===== src/rtl/mem_arbiter_n.sv =====
// N-channel arbiter onto a single tagged memory port, with per-channel load caps,
// a tag-owner table that routes returning load data, and per-channel flush of stale loads.
module mem_arbiter_n #(
  parameter int NUM_CH  = 3,
  parameter int TAG_W   = 4,
  parameter int MAX_OUT = 4,
  parameter int RR_MODE = 1
) (
  input  logic                          clock,
  input  logic                          reset_n,
  input  logic [NUM_CH-1:0][1:0]        req_command,
  input  logic [NUM_CH-1:0][31:0]       req_addr,
  input  logic [NUM_CH-1:0][63:0]       req_data,
  input  logic [NUM_CH-1:0]             req_flush,
  output logic [NUM_CH-1:0][TAG_W-1:0]  grant_response,
  output logic [NUM_CH-1:0][63:0]       resp_data,
  output logic [NUM_CH-1:0][TAG_W-1:0]  resp_tag,
  output logic                          tag_error,
  input  logic [TAG_W-1:0]              mem2ctrl_response,
  input  logic [63:0]                   mem2ctrl_data,
  input  logic [TAG_W-1:0]              mem2ctrl_tag,
  output logic [1:0]                    ctrl2mem_command,
  output logic [31:0]                   ctrl2mem_addr,
  output logic [63:0]                   ctrl2mem_data
);

  localparam int NUM_TAGS = 2 ** TAG_W;
  localparam int CNT_W    = $clog2(MAX_OUT + 1);
  localparam int CH_W     = $clog2(NUM_CH);
  localparam logic [1:0] CMD_NONE = 2'd0;
  localparam logic [1:0] CMD_LOAD = 2'd1;

  logic [NUM_TAGS-1:0]            tbl_valid_r;
  logic [NUM_TAGS-1:0]            tbl_stale_r;
  logic [NUM_TAGS-1:0][CH_W-1:0]  tbl_owner_r;
  logic [NUM_CH-1:0][CNT_W-1:0]   out_cnt_r;
  logic [CH_W-1:0]                rr_ptr_r;
  logic                           tag_error_r;

  logic [NUM_CH-1:0] elig_s;
  logic [CH_W-1:0]   idx_s;
  logic [CH_W-1:0]   win_s;
  logic              win_found_s;
  logic              acc_s;
  logic              load_acc_s;
  logic              ret_hit_s;
  logic              ret_miss_s;
  logic [CH_W-1:0]   ret_owner_s;
  logic [NUM_CH-1:0] cnt_inc_s;
  logic [NUM_CH-1:0] cnt_dec_s;

  function automatic logic [CH_W-1:0] next_ch(input logic [CH_W-1:0] ch);
    if (ch == CH_W'(NUM_CH - 1)) begin
      return '0;
    end else begin
      return ch + CH_W'(1);
    end
  endfunction

  // Eligibility: any command, except a load from a channel already at its cap
  always_comb begin
    elig_s = '0;
    for (int c = 0; c < NUM_CH; c++) begin
      if (req_command[c] == CMD_NONE) begin
        elig_s[c] = 1'b0;
      end else if (req_command[c] == CMD_LOAD && out_cnt_r[c] == CNT_W'(MAX_OUT)) begin
        elig_s[c] = 1'b0;
      end else begin
        elig_s[c] = 1'b1;
      end
    end
  end

  // Winner search, starting at rr_ptr in round-robin mode or at ch0 otherwise
  always_comb begin
    win_s       = '0;
    win_found_s = 1'b0;
    idx_s       = '0;
    for (int i = 0; i < NUM_CH; i++) begin
      if (RR_MODE != 0) begin
        idx_s = CH_W'((int'(rr_ptr_r) + i) % NUM_CH);
      end else begin
        idx_s = CH_W'(i);
      end
      if (!win_found_s && elig_s[idx_s]) begin
        win_found_s = 1'b1;
        win_s       = idx_s;
      end else begin
        win_found_s = win_found_s;
      end
    end
  end

  // Accept/return decode and the combinational memory-side and channel-side outputs
  always_comb begin
    acc_s            = reset_n && win_found_s && (mem2ctrl_response != '0);
    load_acc_s       = acc_s && (req_command[win_s] == CMD_LOAD);
    ret_hit_s        = (mem2ctrl_tag != '0) && tbl_valid_r[mem2ctrl_tag];
    ret_miss_s       = (mem2ctrl_tag != '0) && !tbl_valid_r[mem2ctrl_tag];
    ret_owner_s      = tbl_owner_r[mem2ctrl_tag];
    ctrl2mem_command = CMD_NONE;
    ctrl2mem_addr    = 32'd0;
    ctrl2mem_data    = 64'd0;
    grant_response   = '0;
    resp_data        = '0;
    resp_tag         = '0;
    cnt_inc_s        = '0;
    cnt_dec_s        = '0;
    if (reset_n && win_found_s) begin
      ctrl2mem_command      = req_command[win_s];
      ctrl2mem_addr         = req_addr[win_s];
      ctrl2mem_data         = req_data[win_s];
      grant_response[win_s] = mem2ctrl_response;
    end else begin
      ctrl2mem_command = CMD_NONE;
    end
    // stale entries are still freed, but their data never reaches the channel
    if (reset_n && ret_hit_s && !tbl_stale_r[mem2ctrl_tag]) begin
      resp_tag[ret_owner_s]  = mem2ctrl_tag;
      resp_data[ret_owner_s] = mem2ctrl_data;
    end else begin
      resp_tag = '0;
    end
    for (int c = 0; c < NUM_CH; c++) begin
      cnt_inc_s[c] = load_acc_s && (win_s == CH_W'(c));
      cnt_dec_s[c] = ret_hit_s && (ret_owner_s == CH_W'(c));
    end
  end

  assign tag_error = tag_error_r;

  // Tag table: flush marks stale, then a return frees, then an accept allocates
  always_ff @(posedge clock or negedge reset_n) begin
    if (!reset_n) begin
      tbl_valid_r <= '0;
      tbl_stale_r <= '0;
      tbl_owner_r <= '0;
    end else begin
      for (int t = 0; t < NUM_TAGS; t++) begin
        if (tbl_valid_r[t] && req_flush[tbl_owner_r[t]]) begin
          tbl_stale_r[t] <= 1'b1;
        end
      end
      if (ret_hit_s) begin
        tbl_valid_r[mem2ctrl_tag] <= 1'b0;
        tbl_stale_r[mem2ctrl_tag] <= 1'b0;
      end
      if (load_acc_s) begin
        tbl_valid_r[mem2ctrl_response] <= 1'b1;
        tbl_stale_r[mem2ctrl_response] <= 1'b0;
        tbl_owner_r[mem2ctrl_response] <= win_s;
      end
    end
  end

  // Outstanding-load counters, round-robin pointer and sticky tag error
  always_ff @(posedge clock or negedge reset_n) begin
    if (!reset_n) begin
      out_cnt_r   <= '0;
      rr_ptr_r    <= '0;
      tag_error_r <= 1'b0;
    end else begin
      for (int c = 0; c < NUM_CH; c++) begin
        if (cnt_inc_s[c] && !cnt_dec_s[c]) begin
          out_cnt_r[c] <= out_cnt_r[c] + CNT_W'(1);
        end else if (cnt_dec_s[c] && !cnt_inc_s[c]) begin
          out_cnt_r[c] <= out_cnt_r[c] - CNT_W'(1);
        end
      end
      if (acc_s) begin
        rr_ptr_r <= next_ch(win_s);
      end
      if (ret_miss_s) begin
        tag_error_r <= 1'b1;
      end
    end
  end

endmodule


===== config.mk =====
export PLATFORM = sky130hd
export DESIGN_NAME = mem_arbiter_n
export DESIGN_NICKNAME = d
export VERILOG_FILES = /design/src/rtl/mem_arbiter_n.sv
export SDC_FILE = /design/constraint.sdc
export NUM_CORES = 1
export LEC_CHECK = 0
export ABC_CLOCK_PERIOD_IN_PS = 7500
export CORE_AREA = 3 3 264 266
export CTS_CLUSTER_SIZE = 14
export DETAILED_ROUTE_END_ITERATION = 10
export DIE_AREA = 0 0 267 269
export GPL_TIMING_DRIVEN = 1
export PLACE_DENSITY = 0.36
export SLEW_MARGIN = 20
export SYNTH_ARGS = -nofsm -noshare
export SYNTH_HDL_FRONTEND = slang
export SYNTH_SLANG_ARGS = --single-unit

===== constraint.sdc =====
create_clock -name clock -period 7.5 [get_ports clock]
set_clock_uncertainty 0.05 [all_clocks]
set_input_delay 2.25 -clock clock [delete_from_list [all_inputs] [get_ports clock]]
set_output_delay 2.25 -clock clock [all_outputs]
set_load 0.01 [all_outputs]

# After elaboration in Yosys (flattened, before gate mapping)

Cells that the tools add are included.

Reduce and logical (&&, ||, !) cells: 64
Bitwise gates (word level): 9
Div/mod/pow operators: 3
Add/sub/neg operators: 9
$lt $le $gt $ge: 27
Mux-type cells: 108
Equality and inequality tests: 11

Operator list:

| cell                  | count |
|---|---|
| $and 192x192->192     | 1 |
| $mux 192              | 1 |
| $mux 64               | 3 |
| $bmux 64 s2           | 1 |
| $demux 64 s2          | 1 |
| $bmux 32 s2           | 1 |
| $mod 32x3->32 const B | 2 |
| $mux 16               | 4 |
| $mux 32               | 2 |
| $lt 2x3->1 const B    | 21 |
| $and 16x16->16        | 3 |
| $mux 1                | 48 |
| $logic_and 1x1->1     | 44 |
| $bmux 1 s2            | 19 |
| $bwmux 32             | 1 |
| $mod 3x3->32 const B  | 1 |
| $not 16->16           | 2 |
| $and 12x12->12        | 2 |
| $mux 12               | 2 |
| $mux 3                | 6 |
| $demux 4 s2           | 2 |
| $mux 2                | 8 |
| $or 16x16->16         | 1 |
| $eq 2x1->1 const B    | 6 |
| other kinds (20)      | 49 |

Output and inout port bits: 315
Bits in registers: 76

# Depth between registers and ports, before layout

Depth in word-level cells: 22
Mapped depth: 18

# Worst setup path after synthesis

Ideal clock, no wire load.

Path kind: input-to-output
Start: in mem2ctrl_tag[1]
End: out resp_data[172] (netlist name)
Stages: 9
Arrival: 4.817 ns
Path slack: 0.383 ns
Buffers on the path: 5
Data required time: 5.200 ns
Cells stage by stage: buf_1 > clkbuf_1 > mux4_2 > mux4_2 > or3b_2 > clkbuf_1 > buf_2 > buf_2 > nor2_1

RTL lines:

| what            | line | RTL |
|---|---|---|
| start, declared | 21   | `input logic [TAG_W-1:0] mem2ctrl_tag,` |
| end, declared   | 16   | `output logic [NUM_CH-1:0][63:0] resp_data,` |

==> flow_metrics.py <==
metrics = {
    "worst_setup_path": {
        "critPathArrivalTime_ps": 5120,
        "critPathMaxFanout": 8,
        "cp-start-kind": "primary input",
        "cp-end-kind": "primary output",
        "r2r_cells": 16,
        "reg2reg_slack_ps": 3370,
        "regToRegEndpoint": "out_cnt_r[2]$_DFFE_PN0P_",
        "crit_type": "in -> out",
        "r2r_start": "out_cnt_r[0]$_DFFE_PN0P_",
        "cp-endpoint": "resp_data[151]",
        "worstPathRequired_ps": 5200,
        "crit_start": "mem2ctrl_tag[1]",
    },
    "yosys": {
        "synth_cell_types": 49,
        "yosysMostFrequentCell": "nor2_1",
        "synthSimpleGateAreaFrac": 0.305,
        "yosys-top-cells-area": "dfrtp_1 (26%), nor2_1 (12%), nand2_1 (11%), a22oi_1 (9.7%), a21oi_1 (6.7%)",
        "synth_compound_area_frac": 0.219,
        "ys.flop_type": "dfrtp_1",
        "yosys_warnings": 0,
        "synth_top_family_by_area": "simple AND/OR/NAND/NOR gates",
        "synthCells": 1063,
        "synthTopCellsByCount": "nor2_1 (231), nand2_1 (213), a21oi_1 (100)",
        "synth_edf_count": 0,
        "synth-seq-cells": 76,
        "syn-cell-area_mm2": 0.00742,
        "yosysTopAreaCellShare": 0.256,
        "synth_top_area_cell": "dfrtp_1",
        "synthArstFlopShare": 1.00,
        "synthAdderAreaFrac": 0.0192,
        "post_synth.cell_area_avg_um2": 6.98,
        "muxShareOfSynthArea": 0.132,
        "seq_area_frac_synth": 0.256,
        "synth-xor-area-share": 0.0106,
        "synth_nets": 1442,
    },
    "die": {
        "num_rows": 95,
        "dieWidth_um": 267,
        "ios": 686,
        "coreArea_mm2": 0.0673,
        "die-area_mm2": 0.0718,
        "die_h_um": 269,
        "initial_core_util": 0.110,
    },
    "route": {
        "routed_wl_mm": 64.6,
        "dr_total_vias": 11006,
        "avgRoutedWirePerCell_um": 24.1,
        "firstDrtPassIters": 5,
        "routed_via_density": 4.10,
        "initialDrtViolationCount": 464,
        "final_antenna_net_count": 0,
        "drc": 0,
    },
    "run": {
        "drv_cap": 0,
    },
    "clocking": {
        "cts_tree": "built",
        "worst_skew_pair.late_latency_ps": 340,
        "clk_pin_slew_ps": 60,
        "cts_sinks": 76,
        "ctsHoldBuffers": 0,
        "clockRootBuffer": "clkbuf_16",
        "cts_inserted_buffers": 9,
        "htreeDepth": 3,
        "clockBufferDepth": 2,
    },
    "timing": {
        "fmax_ghz": 0.135,
        "tightest_slew_ps": 890,
        "setup_viol": 0,
        "max_slew_margin": 0.405,
        "drv_slew": 0,
        "finalHoldViolations": 0,
        "fin_crit_ps": 7420,
        "min_period_over_period": 0.989,
        "rsz0062_at_grt": "no",
        "holdWs_ps": 364,
    },
    "placed_design": {
        "dp_hpwl_mm": 52.5,
        "place_congestion": 0.851,
        "io_buffers": 685,
        "place_area_mm2": 0.0161,
    },
    "global_route": {
        "grt_max_degree": 73,
        "grt-ovfl-total": 0,
        "grt_pass1_vias": 11409,
        "grt_pass1_wl_mm": 85.4,
        "antenna_found_initial": 33,
        "grtUsageTotal": 0.168,
    },
    "final_layout": {
        "area_growth_syn_to_layout_pct": 129,
        "finish.instance_area_mm2": 0.0170,
        "layout-drive-gt1-share": 0.124,
        "nNetsFinal": 2171,
    },
    "pwr": {
        "p_leak_nw": 7.19,
        "seqPwrFrac": 0.153,
        "netSwitchingPower_w": 0.00211,
        "ir_drop_v": 0.000146,
        "p_clk_frac": 0.086,
        "intPower_w": 0.00255,
        "pwr-share-comb": 0.761,
        "p_per_area_mw_per_mm2": 274,
        "p_total_w": 0.00465,
        "switching_share": 0.453,
    },
    "min_path": {
        "holdCritStartpoint": "tbl_valid_r[0]$_DFF_PN0_",
        "hp-class": "reg -> reg",
    },
    "outcome": {
        "outcome": "completed",
    },
}
-- cell usage in the layout (no fill, tap or decap), types with 16 or more instances in the layout --
cell type,synthesis,final
mux2i_1,16,16
nor2_1,231,230
o21ai_0,24,24
dlymetal6s2s_1,0,49
nand2_1,213,211
nor3_1,17,17
a21oi_1,100,99
dlygate4sd2_1,0,26
mux4_2,20,20
inv_1,16,16
nand3_1,18,18
clkdlybuf4s50_1,0,604
buf_4,1,99
buf_12,0,21
dfrtp_1,76,76
a22oi_1,96,96
mux2_2,33,33
nand3b_1,16,16
-- worst min-delay path by stage --
stage,cells after the start,to,slack (ps)
2_1_floorplan,1,tbl_stale_r[0]$_DFF_PN0_,370
3_3_place_gp,0,tbl_valid_r[0]$_DFF_PN0_,360
3_5_place_dp,0,tbl_valid_r[0]$_DFF_PN0_,350
4_1_cts,0,tbl_valid_r[0]$_DFF_PN0_,360
5_1_grt,0,tbl_valid_r[0]$_DFF_PN0_,380
6_report,0,tbl_valid_r[0]$_DFF_PN0_,360
-- state kept, by name, indices dropped and copies added, names as in the netlist --
register     count
tbl_stale_r     16
rr_ptr_r         2
out_cnt_r        9
tag_error        1
tbl_valid_r     16
tbl_owner_r     32
-- critical path: stages --
cell and delay (ps):
clkdlybuf4s15_2 260, bufbuf_16 310, buf_4 150, mux4_2 250, mux4_2 290, nand2b_4 60
or3b_4 450, bufbuf_16 310, buf_4 130, nor2_1 100, clkdlybuf4s50_1 540
-- power groups by stage --
stage / logic, W / clock network (W) / registers, W
after floorplan: 0.00156 / 0 / 0.000652
after global placement: 0.00329 / 0 / 0.000709
after detailed placement: 0.00329 / 0 / 0.000709
after CTS: 0.00351 / 0.000410 / 0.000707
after global routing: 0.00383 / 0.000434 / 0.000731
final: 0.00354 / 0.000402 / 0.000710
-- kinds of logic (layout without fill, tap and decap cells) --
family,Yosys count,in the layout
AOI/OAI and AO/OA,248,248
buffers and inverters,111,845
muxes,69,69
xor gates and xnor gates,9,9
adders and majority gates,10,10
and+or+nand+nor,540,540
DFF,76,76
other,0,12
-- timing repair --
action / CTS / global route
setup buffers: 3 / 2
gates resized for setup: 43 / 54
gates cloned: 11 / 1
pin swaps: 1 / 4
setup endpoints to repair: 310 / 131
-- per-stage QoR --
stage,util,cells,setup TNS [ps],setup slack (ps)
floorplan,-,1063,0,383
global placement,0.239,2637,-62710,-364
detailed placement,0.239,2637,-68220,-401
CTS,0.249,2667,-39.2,-31.5
global route,0.252,2678,0,1.14
finish,0.252,2682,0,82.2
-- per-layer routing --
layer  vias to the layer above  track usage  wire length (µm)  part of all wire
met5                         -            0                66            0.0010
met4                        10       0.0619              1970             0.031
met3                        99       0.0516              5040             0.078
met2                       590        0.328             35300              0.55
met1                      5143        0.166             22300              0.34
li1                       5164            -                 -                 -
-- cell type report --
class | instances | area, µm²
Antenna cell | 12 | 30.0
Clock buffer | 11 | 233
Clock inverter | 5 | 36.3
Fill cell | 7367 | 50300
Inverter | 16 | 60.1
Multi-Input combinational cell | 876 | 5180
Sequential cell | 76 | 1900
Tap cell | 873 | 1090
Timing Repair Buffer | 813 | 8460
No activity file was read; power rests on OpenSTA's default activity.
==> edit (same settings) <==
Set the parameter `RR_MODE` to 0 (it was 1).
--- a/src/rtl/mem_arbiter_n.sv
+++ b/src/rtl/mem_arbiter_n.sv
@@ -5,5 +5,5 @@
   parameter int TAG_W   = 4,
   parameter int MAX_OUT = 4,
-  parameter int RR_MODE = 1
+  parameter int RR_MODE = 0
 ) (
   input  logic                          clock,
Function: changed (Yosys sat finds a counterexample within 4 cycles, from zero or initial values and one cycle with reset_n low).
==> edit against the original RTL <==
- setup slack gained 16 ps
- final area grew 2.5%
- register-to-register slack improved by 760 ps
- via count is 1.4% lower
- sequential cell count down 2
- area after synthesis increased by 19%
- critical path type unchanged
- die area unchanged
- routed wire length shrank 13%
- count of clock-buffer cells in the layout stayed put
Power is not compared: it rests on default switching activity, and its combinational part moved more than twofold at a synthesized area within 25%.
==> edit: results (changes against the original RTL) <==
Worst VDD drop: 102.2 uV
Worst-path clk slew: 50 ps
CP Data Arrival Time: 5100 ps (was 5120 ps)
crit path to: resp_data[68] (was resp_data[151])
setup bufs post-CTS: 0 (was 3)
post-route clock period utilization: 98.69% (was 98.90%)
pin count of the biggest net entering global routing: 56 (was 73)
first-pass GRT wire length: 78010 um (was 85430 um)
vias: 10850 (was 11010)
initial antenna violation count: 13 (was 33)
R2R Setup Slk: 4130 ps (was 3370 ps)
GRT Util Overall: 14.62% (was 16.77%)
status: finished, final reports clean (unchanged)
placed cells: 2590 (was 2637)
crit path max-delay cell type: clkdlybuf4s50_1 (unchanged)
via-per-instance ratio: 4.153 (was 4.104)
Commonest cells post-synth: nor2_1, mux2i_1, a211oi_1 (was nor2_1, nand2_1, a21oi_1)
Congestion Overflow GR: 0 (unchanged)
Yosys warning count: 0 (unchanged)
RePlAce Congestion: 0.8862 (was 0.8509)
ranking of synthesized cells by area: dfrtp_1, mux2i_1, nor2_1 (was dfrtp_1, nor2_1, nand2_1)
RR Startpoint: tbl_valid_r[11] (was out_cnt_r[0])
placed instance area: 17050 sq um (was 16110 sq um)
initial DRC count: 538 (was 464)
HP Class: flop to flop (unchanged)
cells on worst reg2reg path: 12 (was 16)
Post-layout nets: 2105 (was 2171)
Clk Latency, worst-skew pair: 340 ps (about the same)
Crit Path Max Fanout: 28 (was 8)
Detailed Route WL: 56270 um (was 64640 um)
First-pass DRT Iterations: 4 (was 5)
Syn Area/Cell: 8.266 sq um (was 6.981 sq um)
Port Buffers: 685 (unchanged)
Post-Synthesis Net Count: 1441 (was 1442)
Setup Slack @ Placement: 5.675 ps (was -401.1 ps)
Crit path largest cell delay: 520 ps (was 540 ps)
share of cells above drive strength 1: 13.17% (was 12.41%)
Least-Margin Pin Slew: 862.6 ps (was 889.6 ps)
Unique masters post-synth: 65 (was 49)
FFs w/ async S/R, synth: 100.0% (unchanged)
Seq/Total Area, Yosys: 21.06% (was 25.63%)
HPWL after detailed placement: 47180 um (was 52470 um)
## edit: changes by cell type in the layout (fill, tap and decap cells not counted), moves of 26 or more
cell | before | now
dlymetal6s2s_1 | 49 | 0
buf_4 | 99 | 57
nand2_1 | 211 | 35
nor2_1 | 230 | 313
a22oi_1 | 96 | 3
clkdlybuf4s50_1 | 604 | 683
o221ai_2 | 0 | 66
a21oi_1 | 99 | 16
a211oi_1 | 1 | 98
mux2i_1 | 16 | 119
dlygate4sd2_1 | 26 | 0
## edit: worst max-delay path: cells and delay by family
family | cells | cell delay (ps)
AO/OA/AOI/OAI | 3 | 770
AND/OR/NAND/NOR | 2 | 400
buffers and inverters | 5 | 1630
## edit: cell families after synthesis
logic type / synth area share (%)
muxes: 20.71
buffers and inverters: 8.209
adders and majority gates: 1.110
DFF: 21.06
and+or+nand+nor: 21.53
AOI/OAI and AO/OA: 26.49
xor gates and xnor gates: 0.8963
## edit: area by class of cell
| class | count | area (sq um) |
|---|---|---|
| sequential | 74 | 1852 |
| clock inverter | 3 | 65.06 |
| multi-input combinational | 866 | 6315 |
| antenna | 9 | 22.52 |
| fill | 7259 | 49870 |
| inverter | 11 | 41.29 |
| clock buffer | 11 | 242.7 |
| timing repair buffer | 766 | 7772 |
| tap | 873 | 1092 |
## edit: where the power goes
group / switching [W] / total (W) / internal [W]
clock: 0.000169 / 0.000466 / 0.000296
sequential: 0.0000864 / 0.000579 / 0.000492
combinational: 0.000585 / 0.00123 / 0.000642
total: 0.000840 / 0.00227 / 0.00143
## edit: worst min-delay path by stage
stage | slack [ps] | depth (start not counted) | start | to
2_1_floorplan | 370 | 1 | tbl_stale_r[0] | tbl_stale_r[0]
3_3_place_gp | 320 | 0 | tbl_valid_r[0] | tbl_valid_r[0]
3_5_place_dp | 320 | 0 | tbl_valid_r[0] | tbl_valid_r[0]
4_1_cts | 330 | 0 | tbl_valid_r[0] | tbl_valid_r[0]
5_1_grt | 350 | 0 | tbl_valid_r[0] | tbl_valid_r[0]
6_report | 330 | 0 | tbl_valid_r[0] | tbl_valid_r[0]
## edit: what timing repair did
action                                  in CTS  in global routing
gates resized for setup                      1                  2
pin swaps                                    0                  0
hold buffers                                 0                  0
endpoints found under the setup margin       3                100
## edit: per-layer routing
metal	GRT usage [%]	share of wire [%]	routed length (um)
met1	16.37	38	21100
met2	26.62	51	28830
met3	4.727	8.7	4897
met4	3.942	2.4	1374
met5	0	0.12	66
